**config.mk**
```make
export PLATFORM = sky130hd
export DESIGN_NAME = mips_mc_controller
export DESIGN_NICKNAME = d
export VERILOG_FILES = /design/src/rtl/mips_mc_controller.sv
export SDC_FILE = /design/constraint.sdc
export NUM_CORES = 1
export LEC_CHECK = 0
export BUFFER_PORTS_ARGS = -buffer_cell sky130_fd_sc_hd__buf_2
export CORE_MARGIN = 2
export CORE_UTILIZATION = 38
export DETAILED_ROUTE_END_ITERATION = 8
export PLACE_DENSITY_LB_ADDON = 0.12
export RECOVER_POWER = 25
export SYNTH_ARGS = -nofsm -noshare
export SYNTH_HDL_FRONTEND = slang
export SYNTH_SLANG_ARGS = --single-unit
```
**constraint.sdc**
```tcl
create_clock -name clk -period 1.9 [get_ports clk]
set_input_delay 0.19 -clock clk [delete_from_list [all_inputs] [get_ports clk]]
set_output_delay 0.19 -clock clk [all_outputs]
set_load 0.01 [all_outputs]
```
**src/rtl/mips_mc_controller.sv**
```systemverilog
// mips_mc_controller
// Multi-cycle control FSM for the IITK-MIPS datapath. One instruction at a
// time is sequenced through IDLE -> FETCH -> DECODE -> EXEC -> MEM -> WB.
// The controller drives the shared instruction/data memory port, PC, IR,
// register file and the 5-bit-select ALU.
//
// Ports
//   clk, reset          rising-edge clock, asynchronous active-high reset
//   run                 permits fetching a new instruction
//   instr               IR contents (valid from DECODE onward)
//   zero, lt            ALU zero flag, unsigned rs < rt
//   mem_ack             memory completes the current access this cycle
//   mem_req/we/sel      memory request, write strobe, address source
//   ir_we, pc_we        IR / PC load enables
//   pc_src              0 PC+4, 1 branch target, 2 jump target, 3 rs
//   alu_sel/swap        ALU operation code and operand swap
//   alu_src_b, imm_zext B operand = immediate, zero-extend immediate
//   rf_we/dst/wsrc      register-file write, destination, data source
//   retire              one-cycle pulse per completed instruction
//   illegal, bus_err    sticky error flags (cleared only by reset)
//   state_o             current state encoding
//
// Build option
//   MC_CTRL_TIMEOUT_EN  enables the TIMEOUT_W-bit memory-ack watchdog; when
//                       undefined the controller waits forever and bus_err=0.
module mips_mc_controller #(
   parameter int TIMEOUT_W = 8
) (
   input  logic        clk,
   input  logic        reset,
   input  logic        run,
   input  logic [31:0] instr,
   input  logic        zero,
   input  logic        lt,
   input  logic        mem_ack,
   output logic        mem_req,
   output logic        mem_we,
   output logic        mem_sel,
   output logic        ir_we,
   output logic        pc_we,
   output logic [1:0]  pc_src,
   output logic [4:0]  alu_sel,
   output logic        alu_swap,
   output logic        alu_src_b,
   output logic        imm_zext,
   output logic        rf_we,
   output logic [1:0]  rf_dst,
   output logic [1:0]  rf_wsrc,
   output logic        retire,
   output logic        illegal,
   output logic        bus_err,
   output logic [2:0]  state_o
);

   typedef enum logic [2:0] {
      S_IDLE   = 3'd0,
      S_FETCH  = 3'd1,
      S_DECODE = 3'd2,
      S_EXEC   = 3'd3,
      S_MEM    = 3'd4,
      S_WB     = 3'd5,
      S_TRAP   = 3'd6
   } state_t;

   localparam logic [5:0] OP_RTYPE = 6'd0;
   localparam logic [5:0] OP_J     = 6'd2;
   localparam logic [5:0] OP_JAL   = 6'd3;
   localparam logic [5:0] OP_BEQ   = 6'd4;
   localparam logic [5:0] OP_BNE   = 6'd5;
   localparam logic [5:0] OP_BLE   = 6'd6;
   localparam logic [5:0] OP_ADDI  = 6'd8;
   localparam logic [5:0] OP_ADDIU = 6'd9;
   localparam logic [5:0] OP_SLTI  = 6'd10;
   localparam logic [5:0] OP_ANDI  = 6'd12;
   localparam logic [5:0] OP_ORI   = 6'd13;
   localparam logic [5:0] OP_LW    = 6'd35;
   localparam logic [5:0] OP_SW    = 6'd43;

   localparam logic [4:0] ALU_ADD = 5'b00000;
   localparam logic [4:0] ALU_SUB = 5'b00001;
   localparam logic [4:0] ALU_AND = 5'b01000;
   localparam logic [4:0] ALU_OR  = 5'b01001;
   localparam logic [4:0] ALU_GT  = 5'b01110;

   state_t     state, state_nxt, after_retire;
   logic [5:0] opcode, funct;
   logic       is_jr, r_alu, i_ok, br_taken;
   logic       illegal_set, timeout;
   logic       unused_instr;

   assign opcode       = instr[31:26];
   assign funct        = instr[5:0];
   assign unused_instr = ^instr[25:6];
   assign state_o      = state;

   assign is_jr = (opcode == OP_RTYPE) && (funct == 6'd8);
   assign r_alu = (opcode == OP_RTYPE) &&
                  (funct inside {6'd32, 6'd33, 6'd34, 6'd35, 6'd36, 6'd37, 6'd42});
   assign i_ok  = opcode inside {OP_BEQ, OP_BNE, OP_BLE, OP_ADDI, OP_ADDIU,
                                 OP_SLTI, OP_ANDI, OP_ORI, OP_LW, OP_SW};
   assign br_taken = ((opcode == OP_BEQ) &&  zero) ||
                     ((opcode == OP_BNE) && !zero) ||
                     ((opcode == OP_BLE) &&  lt);

   // run is only consulted on the retire cycle
   assign after_retire = run ? S_FETCH : S_IDLE;

   always_ff @(posedge clk or posedge reset) begin
      if (reset) state <= S_IDLE;
      else       state <= state_nxt;
   end

   always_ff @(posedge clk or posedge reset) begin
      if (reset)            illegal <= 1'b0;
      else if (illegal_set) illegal <= 1'b1;
   end

`ifdef MC_CTRL_TIMEOUT_EN
   localparam logic [TIMEOUT_W-1:0] WD_ONE  = {{(TIMEOUT_W-1){1'b0}}, 1'b1};
   // timeout fires on the cycle whose increment would reach all-ones
   localparam logic [TIMEOUT_W-1:0] WD_LAST = {{(TIMEOUT_W-1){1'b1}}, 1'b0};

   logic [TIMEOUT_W-1:0] wd;
   logic                 mem_wait;

   // every entry into FETCH/MEM comes from a non-memory state or an acked
   // access, so clearing outside of a pending access clears on entry
   assign mem_wait = ((state == S_FETCH) || (state == S_MEM)) && !mem_ack;
   assign timeout  = mem_wait && (wd == WD_LAST);

   always_ff @(posedge clk or posedge reset) begin
      if (reset)         wd <= '0;
      else if (mem_wait) wd <= wd + WD_ONE;
      else               wd <= '0;
   end

   always_ff @(posedge clk or posedge reset) begin
      if (reset)        bus_err <= 1'b0;
      else if (timeout) bus_err <= 1'b1;
   end
`else
   localparam int unused_timeout_w = TIMEOUT_W;
   assign timeout = 1'b0;
   assign bus_err = 1'b0;
`endif

   always_comb begin
      state_nxt   = state;
      illegal_set = 1'b0;
      mem_req     = 1'b0;
      mem_we      = 1'b0;
      mem_sel     = 1'b0;
      ir_we       = 1'b0;
      pc_we       = 1'b0;
      pc_src      = 2'd0;
      alu_sel     = ALU_ADD;
      alu_swap    = 1'b0;
      alu_src_b   = 1'b0;
      imm_zext    = 1'b0;
      rf_we       = 1'b0;
      rf_dst      = 2'd0;
      rf_wsrc     = 2'd0;
      retire      = 1'b0;
      case (state)
         S_IDLE: begin
            if (run) state_nxt = S_FETCH;
         end
         S_FETCH: begin
            mem_req = 1'b1;
            if (mem_ack) begin
               ir_we     = 1'b1;
               pc_we     = 1'b1;
               state_nxt = S_DECODE;
            end else if (timeout) begin
               state_nxt = S_TRAP;
            end
         end
         S_DECODE: begin
            if ((opcode == OP_J) || (opcode == OP_JAL)) begin
               pc_we     = 1'b1;
               pc_src    = 2'd2;
               retire    = 1'b1;
               state_nxt = after_retire;
               // link value is the PC already incremented in FETCH
               if (opcode == OP_JAL) begin
                  rf_we   = 1'b1;
                  rf_dst  = 2'd2;
                  rf_wsrc = 2'd2;
               end
            end else if (is_jr) begin
               pc_we     = 1'b1;
               pc_src    = 2'd3;
               retire    = 1'b1;
               state_nxt = after_retire;
            end else if (r_alu || i_ok) begin
               state_nxt = S_EXEC;
            end else begin
               illegal_set = 1'b1;
               state_nxt   = S_TRAP;
            end
         end
         S_EXEC: begin
            state_nxt = S_WB;
            if (opcode == OP_RTYPE) begin
               case (funct)
                  6'd34, 6'd35: alu_sel = ALU_SUB;
                  6'd36:        alu_sel = ALU_AND;
                  6'd37:        alu_sel = ALU_OR;
                  6'd42: begin
                     alu_sel  = ALU_GT;
                     alu_swap = 1'b1;
                  end
                  default:      alu_sel = ALU_ADD;
               endcase
            end else begin
               alu_src_b = 1'b1;
               case (opcode)
                  OP_SLTI: begin
                     alu_sel  = ALU_GT;
                     alu_swap = 1'b1;
                  end
                  OP_ANDI: begin
                     alu_sel  = ALU_AND;
                     imm_zext = 1'b1;
                  end
                  OP_ORI: begin
                     alu_sel  = ALU_OR;
                     imm_zext = 1'b1;
                  end
                  OP_BEQ, OP_BNE, OP_BLE: begin
                     alu_src_b = 1'b0;
                     alu_sel   = ALU_SUB;
                     pc_we     = br_taken;
                     pc_src    = br_taken ? 2'd1 : 2'd0;
                     retire    = 1'b1;
                     state_nxt = after_retire;
                  end
                  OP_LW, OP_SW: state_nxt = S_MEM;
                  default: ;
               endcase
            end
         end
         S_MEM: begin
            mem_req = 1'b1;
            mem_sel = 1'b1;
            mem_we  = (opcode == OP_SW);
            if (mem_ack) begin
               if (opcode == OP_SW) begin
                  retire    = 1'b1;
                  state_nxt = after_retire;
               end else begin
                  state_nxt = S_WB;
               end
            end else if (timeout) begin
               state_nxt = S_TRAP;
            end
         end
         S_WB: begin
            rf_we     = 1'b1;
            rf_dst    = (opcode == OP_RTYPE) ? 2'd1 : 2'd0;
            rf_wsrc   = (opcode == OP_LW)    ? 2'd1 : 2'd0;
            retire    = 1'b1;
            state_nxt = after_retire;
         end
         S_TRAP: ;
         default: state_nxt = S_IDLE;
      endcase
   end

endmodule

```
==> results.yml, run 1 <==
yosys:
  synthXorXnorAreaFrac: 0
  synthTopCellsByCount: "nor2_1 (17), a21oi_1 (9), nand2_1 (9)"
  async_flop_share: 1.000
  ys_types: 40
  synth_largest_area_cell: "dfrtp_1"
  synth-compound-area-share: 0.2542
  netlist_area_um2: 753.2
  ys_top_cells_by_area: "dfrtp_1 (13%), nor2_1 (8.5%), a21oi_1 (6.0%), nor2b_1 (5.8%), nand2b_1 (5.0%)"
  yosysWarningCount: 0
  yosysMostFrequentCell: "nor2_1"
  synth-seq-area-share: 0.1329
  yosysTopAreaCellShare: 0.1329
  synthCells: 114
  synth_top_family_by_area: "simple AND/OR/NAND/NOR gates"
  ys_ff_latch: 4
  synth_adder_area_share: 0
  synth_ff_type: "dfrtp_1"
  syn_area_per_cell_um2: 6.607
  muxShareOfSynthArea: 0.02658
  synthSimpleGateAreaFrac: 0.4784
  synth-edff-count: 0
route:
  viasPerCell: 5.238
  num_vias: 948
  ant_nets: 0
  wirelength_um: 2153
  post_drt_wl_per_cell_um: 11.90
  drc: 0
  drtPass1Iterations: 4
  drt_first_iter_violations: 13
timing:
  rsz0062_at_grt: "no"
  finalWorstSetupSlack_ns: 0.1114
  period_minus_slack_ns: 1.789
  whs_ns: 0.2253
  fin_skew_ns: 0.004481
  fmax_mhz: 559.1
  period_share: 0.9414
  hold_viol: 0
  setup_viol: 0
  slew_viol_final: 0
  fin_setup_tns_ns: 0
cells_and_area:
  antenna_cells: 0
  syn_to_final_growth_pct: 35.22
  layout.nets: 194
  final_area_um2: 1018
  fin_cells: 181
  fin_util: 0.5299
  drive_gt1_frac: 0.3571
hold_path:
  hold_end: "state_o[0]$_DFFE_PP0P_"
  hold_path.startpoint: "run"
  holdPathStages: 3
  hold_path_class: "input pin to flop"
floorplanning:
  core_area_um2: 1922
  start_util: 0.3919
  die_area_um2: 2354
  fp.dieW_um: 48.52
  boundaryPins: 64
  die_h_um: 48.52
  rows: 16
clock_tree:
  htree_num_levels: 1
  clkLatencyLatePin_ns: 0.24
  cts_inserted_buffers: 3
  clkSinkCount: 4
  clockRootBuffer: "clkbuf_4"
  cts_buffer_depth: 2
  clk_pin_slew_worst_paths_ns: 0.04
  cts_tree: "built"
job:
  cap_violations: 0
worst_setup_path:
  rr_startpoint: "state_o[0]$_DFFE_PP0P_"
  critPathLaunchType: "flop"
  reg2reg_depth: 5
  r2r-end: "state_o[0]$_DFFE_PP0P_"
  crit_path_end_kind: "primary output"
  critPathKind: "flop to primary output"
  crit_arrival_ns: 1.60
  cp_max_fo: 11
  rrSetupSlack_ns: 0.49
  required_ns: 1.71
placement:
  pre_cts_slack_ns: 0.1631
  hpwl_um: 1733
  port_buffers: 41
  gp_congestion: 0.7685
  place_area_um2: 963.4
  dp_cells: 177
global_route:
  grtUsageTotal: 0.1762
  grt_pass1_vias: 769
  grt_max_degree: 13
  antenna_found_initial: 0
  grt-ovfl-total: 0
  grt_first_pass_wirelength_um: 3353
power:
  power_density_nw_per_um2: 763.0
  power_mw: 0.7771
  p_leak_nw: 0.4920
  vdd_drop_max_uv: 512.5
status:
  status: "complete, no violations"
-- worst max-delay path, cell delays in order (launching register included) --
cell and delay (ns):
dfrtp_2 0.47, nor2_1 0.17, nand3_1 0.21, nor2b_4 0.20
a41oi_1 0.06, o21ai_0 0.09, buf_2 0.15
-- area by class of cell --
cell class	count	area (µm²)
fillers	217	903.4
multi-input cells	97	601.8
repair buffers	46	242.7
flip-flops and latches	4	102.6
well taps	27	33.78
clock buffers	3	22.52
inverters	4	15.01
-- layer usage --
metal  routed length (µm)  GRT usage  up-vias
met2                 1031     0.3056       34
met5                    0          0        -
met1                  975     0.2290      427
li1                     -          -      487
met4                    0          0        0
met3                  147    0.05556        0
-- where the power goes --
| part | total, mW | switching, mW | internal (mW) |
|---|---|---|---|
| clock | 0.111 | 0.0404 | 0.0710 |
| sequential | 0.195 | 0.0729 | 0.122 |
| combinational | 0.471 | 0.258 | 0.213 |
| total | 0.777 | 0.371 | 0.406 |
-- registers in the layout (all words and copies together), names as in the netlist --
name / flops
illegal: 1
state_o: 3
-- worst max-delay path by stage --
stage / from / to
detailed placement: instr[28] / state_o[2]$_DFFE_PP0P_
global placement: instr[28] / state_o[2]$_DFFE_PP0P_
global route: state_o[2]$_DFFE_PP0P_ / retire
CTS: state_o[0]$_DFFE_PP0P_ / alu_src_b
finish: state_o[2]$_DFFE_PP0P_ / retire
floorplan: state_o[2]$_DFFE_PP0P_ / alu_sel[2]
-- kinds of logic after synthesis --
family                 Yosys count
AOI/OAI and AO/OA               28
other                            1
buffers and inverters           14
and+or+nand+nor                 65
DFF                              4
muxes                            2
-- repair_timing --
action / in CTS / in global routing
hold buffers: 1 / 0
buffers inserted: 0 / 0
gates resized for setup: 0 / 7
endpoints found under the hold margin: 4 / 0
setup endpoints to repair: 0 / 9
-- placed cells by master, fill, tap and decap left out, types with 2 or more instances in the layout --
master | Yosys | routed
buf_2 | 2 | 39
dfrtp_1 | 4 | 2
dfrtp_2 | 0 | 2
buf_4 | 4 | 4
or3_1 | 2 | 2
a21oi_1 | 9 | 9
nor3b_1 | 3 | 2
nor3_1 | 3 | 3
nor2b_1 | 7 | 5
clkbuf_1 | 3 | 2
conb_1 | 1 | 2
o21ai_0 | 6 | 6
nand3_1 | 4 | 4
nor4_1 | 2 | 2
mux2i_1 | 2 | 2
inv_1 | 4 | 4
nand2_1 | 9 | 9
clkbuf_4 | 0 | 3
nor2_1 | 17 | 17
nand2b_1 | 6 | 6
and2_1 | 3 | 3
nand3b_1 | 2 | 2
(Power assumes the default switching activity.)
==> run 2: changes to the inputs <==
--- a/config.mk
+++ b/config.mk
@@ -7,7 +7,7 @@
 export LEC_CHECK = 0
 export BUFFER_PORTS_ARGS = -buffer_cell sky130_fd_sc_hd__buf_2
 export CORE_MARGIN = 2
-export CORE_UTILIZATION = 38
+export CORE_UTILIZATION = 34
 export DETAILED_ROUTE_END_ITERATION = 8
 export PLACE_DENSITY_LB_ADDON = 0.12
 export RECOVER_POWER = 25
==> constraint.sdc (replaced) <==
create_clock -name clk -period 1.5 [get_ports clk]
set_input_delay 0.15 -clock clk [delete_from_list [all_inputs] [get_ports clk]]
set_output_delay 0.15 -clock clk [all_outputs]
set_load 0.01 [all_outputs]
==> results.yml, run 2 (synthesized netlist as in run 1, its figures left out) <==
worst_setup_path:
  critPathLaunchType: "flop"
  critPathKind: "flop to primary output"
  crit_arrival_ns: 1.38
  crit_path_end_kind: "primary output"
  cp_max_fo: 5
  required_ns: 1.35
  slowest_stage: "dfrtp_2"
  worstPathCellList: "nor2b_4 -> buf_6 -> a41oi_1 -> o21ai_1 -> buf_2"
  worst_path_largest_cell_delay_ns: 0.43
placement:
  pre_cts_slack_ns: -0.08453
  gp_congestion: 0.8205
  hpwl_um: 1987
  port_buffers: 41
route:
  num_vias: 1051
  drtPass1Iterations: 4
  post_drt_wl_per_cell_um: 12.19
  ant_nets: 0
  viasPerCell: 5.102
  drt_first_iter_violations: 21
  wirelength_um: 2511
  drc: 0
power:
  vdd_drop_max_uv: 735.6
  power_mw: 1.259
  p_leak_nw: 0.6360
  power_density_nw_per_um2: 939.8
global_route:
  grt_first_pass_wirelength_um: 3815
  antenna_found_initial: 0
  grt_pass1_vias: 944
  grt_max_degree: 11
  grtUsageTotal: 0.1872
  grt-ovfl-total: 0
floorplanning:
  core_area_um2: 2148
  die_area_um2: 2608
  boundaryPins: 64
  die_h_um: 51.07
  fp.dieW_um: 51.07
  start_util: 0.3506
  rows: 17
clock_tree:
  clkSinkCount: 4
  clk_pin_slew_worst_paths_ns: 0.04
  cts_inserted_buffers: 3
  cts_buffer_depth: 2
  clockRootBuffer: "clkbuf_4"
  clkLatencyLatePin_ns: 0.23
  cts_tree: "built"
  htree_num_levels: 1
cells_and_area:
  antenna_cells: 0
  final_common_cell: "buf_2"
  drive_gt1_frac: 0.5393
  most-common-layout-cells: "buf_2 (36), buf_4 (23), nor2_1 (14)"
  syn_to_final_growth_pct: 77.91
  largest_reg_flops: 3
  layout.nets: 218
  nFillCells: 208
timing:
  period_share: 1.019
  finalWorstSetupSlack_ns: -0.02925
  slew_viol_final: 0
  setup_viol: 4
  fin_skew_ns: 0.001286
  fin_setup_tns_ns: -0.09261
  hold_viol: 0
  period_minus_slack_ns: 1.529
  fmax_mhz: 653.9
  rsz0062_at_grt: "yes"
job:
  cap_violations: 0
status:
  violations: "negative setup slack"
  status: "finished, violations left"
hold_path:
  hold_path_class: "input pin to flop"
==> run 2: cell types whose count changed in the layout (fill, tap and decap cells not counted), sizes merged <==
cell / change
buf: +26
clkbuf: -2
==> run 2: report_power, final <==
part	internal (mW)	total, mW	switching [mW]
logic	0.436	0.910	0.474
clock network	0.0895	0.133	0.0434
registers	0.157	0.217	0.0599
==> run 2: final timing paths <==
path	endpoint	slack (ns)	cells after the start	startpoint
worst max register to register	state_o[2]$_DFFE_PP0P_	0.17	5	state_o[1]$_DFFE_PP0P_
worst min register to register	illegal$_DFFE_PP0P_	0.45	1	illegal$_DFFE_PP0P_
max in group asynchronous	state_o[2]$_DFFE_PP0P_	1.00	3	reset
worst min-delay path	state_o[0]$_DFFE_PP0P_	0.19	3	run
min in group asynchronous	state_o[1]$_DFFE_PP0P_	0.34	3	reset
worst max-delay path	retire	-0.03	5	state_o[0]$_DFFE_PP0P_
==> run 2: metal layers <==
layer / share of wire / vias to the layer above / track usage
met3: 0.028 / 0 / 0.01170
met5: 0 / - / 0
met4: 0 / 0 / 0.05405
met2: 0.53 / 25 / 0.3420
met1: 0.44 / 490 / 0.2328
li1: - / 536 / -
==> run 2: cell type report <==
class,instances,area [µm²],area share
inverters,4,15.01,0.01120
flip-flops and latches,4,103.9,0.07750
well taps,28,35.03,0.02614
multi-input cells,97,688.2,0.5135
clock buffers,3,22.52,0.01681
repair buffers,70,475.5,0.3548
==> run 2: through the flow <==
stage	utilization	instances	hold WS, ns	cell area, µm²
global placement	0.5213	198	0.03241	1120
finish	0.6238	206	0.1914	1340
floorplan	-	115	-0.08392	762.0
CTS	0.5673	206	0.1864	1219
global route	0.6238	206	0.1997	1340
detailed placement	0.5213	198	0.03542	1120
==> run 2: worst max-delay path: cells and delay by family, from the launching register on <==
kind                   cells  cell delay (ns)
AND/OR/NAND/NOR            1             0.15
buffers and inverters      2             0.27
flip-flops                 1             0.43
AO/OA/AOI/OAI              2             0.28
==> run 2: timing repair <==
action / in CTS / in global routing
hold buffers: 1 / 0
endpoints found under the hold margin: 4 / 0
buffers inserted: 4 / 0
pin swaps: 9 / 11
setup endpoints to repair: 14 / 18
cloned: 0 / 0
gates resized for setup: 11 / 30
==> run 3: changes to the inputs <==
==> constraint.sdc (replaced) <==
create_clock -name clk -period 1.5 [get_ports clk]
set_input_delay 0.15 -clock clk [delete_from_list [all_inputs] [get_ports clk]]
set_output_delay 0.15 -clock clk [all_outputs]
set_load 0.1 [all_outputs]
==> results.yml, run 3 (synthesized netlist as in run 1, its figures left out) <==
worst_setup_path:
  worstPathCellList: "buf_6 -> nor2_4 -> nand3_4 -> nor2b_4 -> nand3b_1 -> buf_12"
  cp_max_fo: 4
  crit_path_end_kind: "primary output"
  required_ns: 1.35
  critPathKind: "flop to primary output"
  slowest_stage: "dfrtp_4"
  crit_buf_inv: 2
  crit_arrival_ns: 1.67
  worst_path_largest_cell_delay_ns: 0.48
  crit_cells: 6
  critical-path-top-delay-family: "simple AND/OR/NAND/NOR gates"
  reg2reg_depth: 7
  rrSetupSlack_ns: -0.04
  critPathLaunchType: "flop"
timing:
  period_share: 1.214
  fmax_mhz: 549.3
  period_minus_slack_ns: 1.821
  fin_skew_ns: 0.009298
  finalWorstSetupSlack_ns: -0.3206
  setup_viol: 22
  hold_viol: 0
  rsz0062_at_grt: "yes"
  slew_viol_final: 0
global_route:
  grt-ovfl-total: 0
  grt_pass1_vias: 1127
  grt_first_pass_wirelength_um: 5078
  grt_max_degree: 10
  grtUsageTotal: 0.2543
  antenna_found_initial: 0
floorplanning:
  core_area_um2: 2148
  die_h_um: 51.07
  boundaryPins: 64
  die_area_um2: 2608
  rows: 17
  start_util: 0.3506
  fp.dieW_um: 51.07
status:
  violations: "negative setup slack"
  status: "finished, violations left"
power:
  vdd_drop_max_uv: 1607
  power_density_nw_per_um2: 1511
  p_leak_nw: 0.7799
  power_mw: 2.839
cells_and_area:
  drive_gt1_frac: 0.6349
  antenna_cells: 0
  final_area_um2: 1879
  layout.nets: 228
  most-common-layout-cells: "buf_4 (31), buf_12 (21), buf_2 (20)"
  largest_reg_flops: 3
  fin_cells: 217
  final_common_cell: "buf_4"
  syn_to_final_growth_pct: 149.5
placement:
  gp_congestion: 0.8346
  place_area_um2: 1694
  port_buffers: 41
  dp_cells: 207
  hpwl_um: 2367
clock_tree:
  htree_num_levels: 1
  clockRootBuffer: "clkbuf_4"
  clk_pin_slew_worst_paths_ns: 0.05
  clkLatencyLatePin_ns: 0.24
  cts_buffer_depth: 2
  clkSinkCount: 4
  cts_inserted_buffers: 3
  cts_tree: "built"
route:
  drtPass1Iterations: 4
  wirelength_um: 3545
  drt_first_iter_violations: 27
  viasPerCell: 5.576
  post_drt_wl_per_cell_um: 16.34
  drc: 0
  num_vias: 1210
  ant_nets: 0
hold_path:
  holdPathStages: 3
  hold_path_class: "input pin to flop"
job:
  cap_violations: 0
[run 3: cell count changes in the layout (fill, tap and decap cells not counted), sizes merged]
cell	before	now
buf	69	79
clkinvlp	0	1
inv	4	3
clkbuf	3	4
[run 3: tightest hold or removal path, cell delays in order]
cell and delay (ns):
buf_2 0.12, nand2_1 0.08, a31oi_2 0.09
[run 3: cell type report]
class	count	area (µm²)
Tap cell	28	35.03
Fill cell	112	269.0
Clock buffer	4	26.28
Timing Repair Buffer	80	842.1
Inverter	4	18.77
Sequential cell	4	111.4
Multi-Input combinational cell	97	845.8
[run 3: repair_timing]
item | CTS | global route
endpoints found under the hold margin | 4 | 0
pin swaps | 8 | 11
setup buffers | 2 | 3
setup endpoints to repair | 22 | 22
hold buffers | 1 | 0
gates resized for setup | 10 | 13
[run 3: final timing paths]
| check | from | endpoint |
|---|---|---|
| setup / recovery | state_o[0]$_DFFE_PP0P_ | pc_we |
| hold / removal | run | state_o[0]$_DFFE_PP0P_ |
| setup reg to reg | state_o[0]$_DFFE_PP0P_ | state_o[2]$_DFFE_PP0P_ |
| hold reg to reg | illegal$_DFFE_PP0P_ | illegal$_DFFE_PP0P_ |
| max in group asynchronous | reset | state_o[2]$_DFFE_PP0P_ |
| min in group asynchronous | reset | state_o[0]$_DFFE_PP0P_ |
[run 3: power by group]
part           internal, mW  total (mW)  switching, mW
clock network         0.101       0.157         0.0566
logic                 0.895        2.44           1.55
registers             0.173       0.241         0.0682
total                  1.17        2.84           1.67
[run 3: metrics by stage]
stage	hold slack (ns)	setup slack, ns	util	TNS, ns
after floorplan	-0.08386	-1.119	-	-11.94
after global placement	0.02542	-0.1351	0.7886	-0.9363
after global routing	0.2563	-0.3592	0.8748	-5.120
after detailed placement	0.03425	-0.1537	0.7886	-1.049
final	0.2409	-0.3206	0.8748	-4.124
after CTS	0.1696	-0.3156	0.8393	-4.067
[run 3: metal layers]
layer  vias up  wire [µm]  track usage  part of all wire
met1       592       1335       0.2839              0.38
li1        550          -            -                 -
met5         -          0            0                 0
met4         0         83       0.1486             0.023
met2        58       1969       0.4481              0.56
met3        10        156      0.04386             0.044
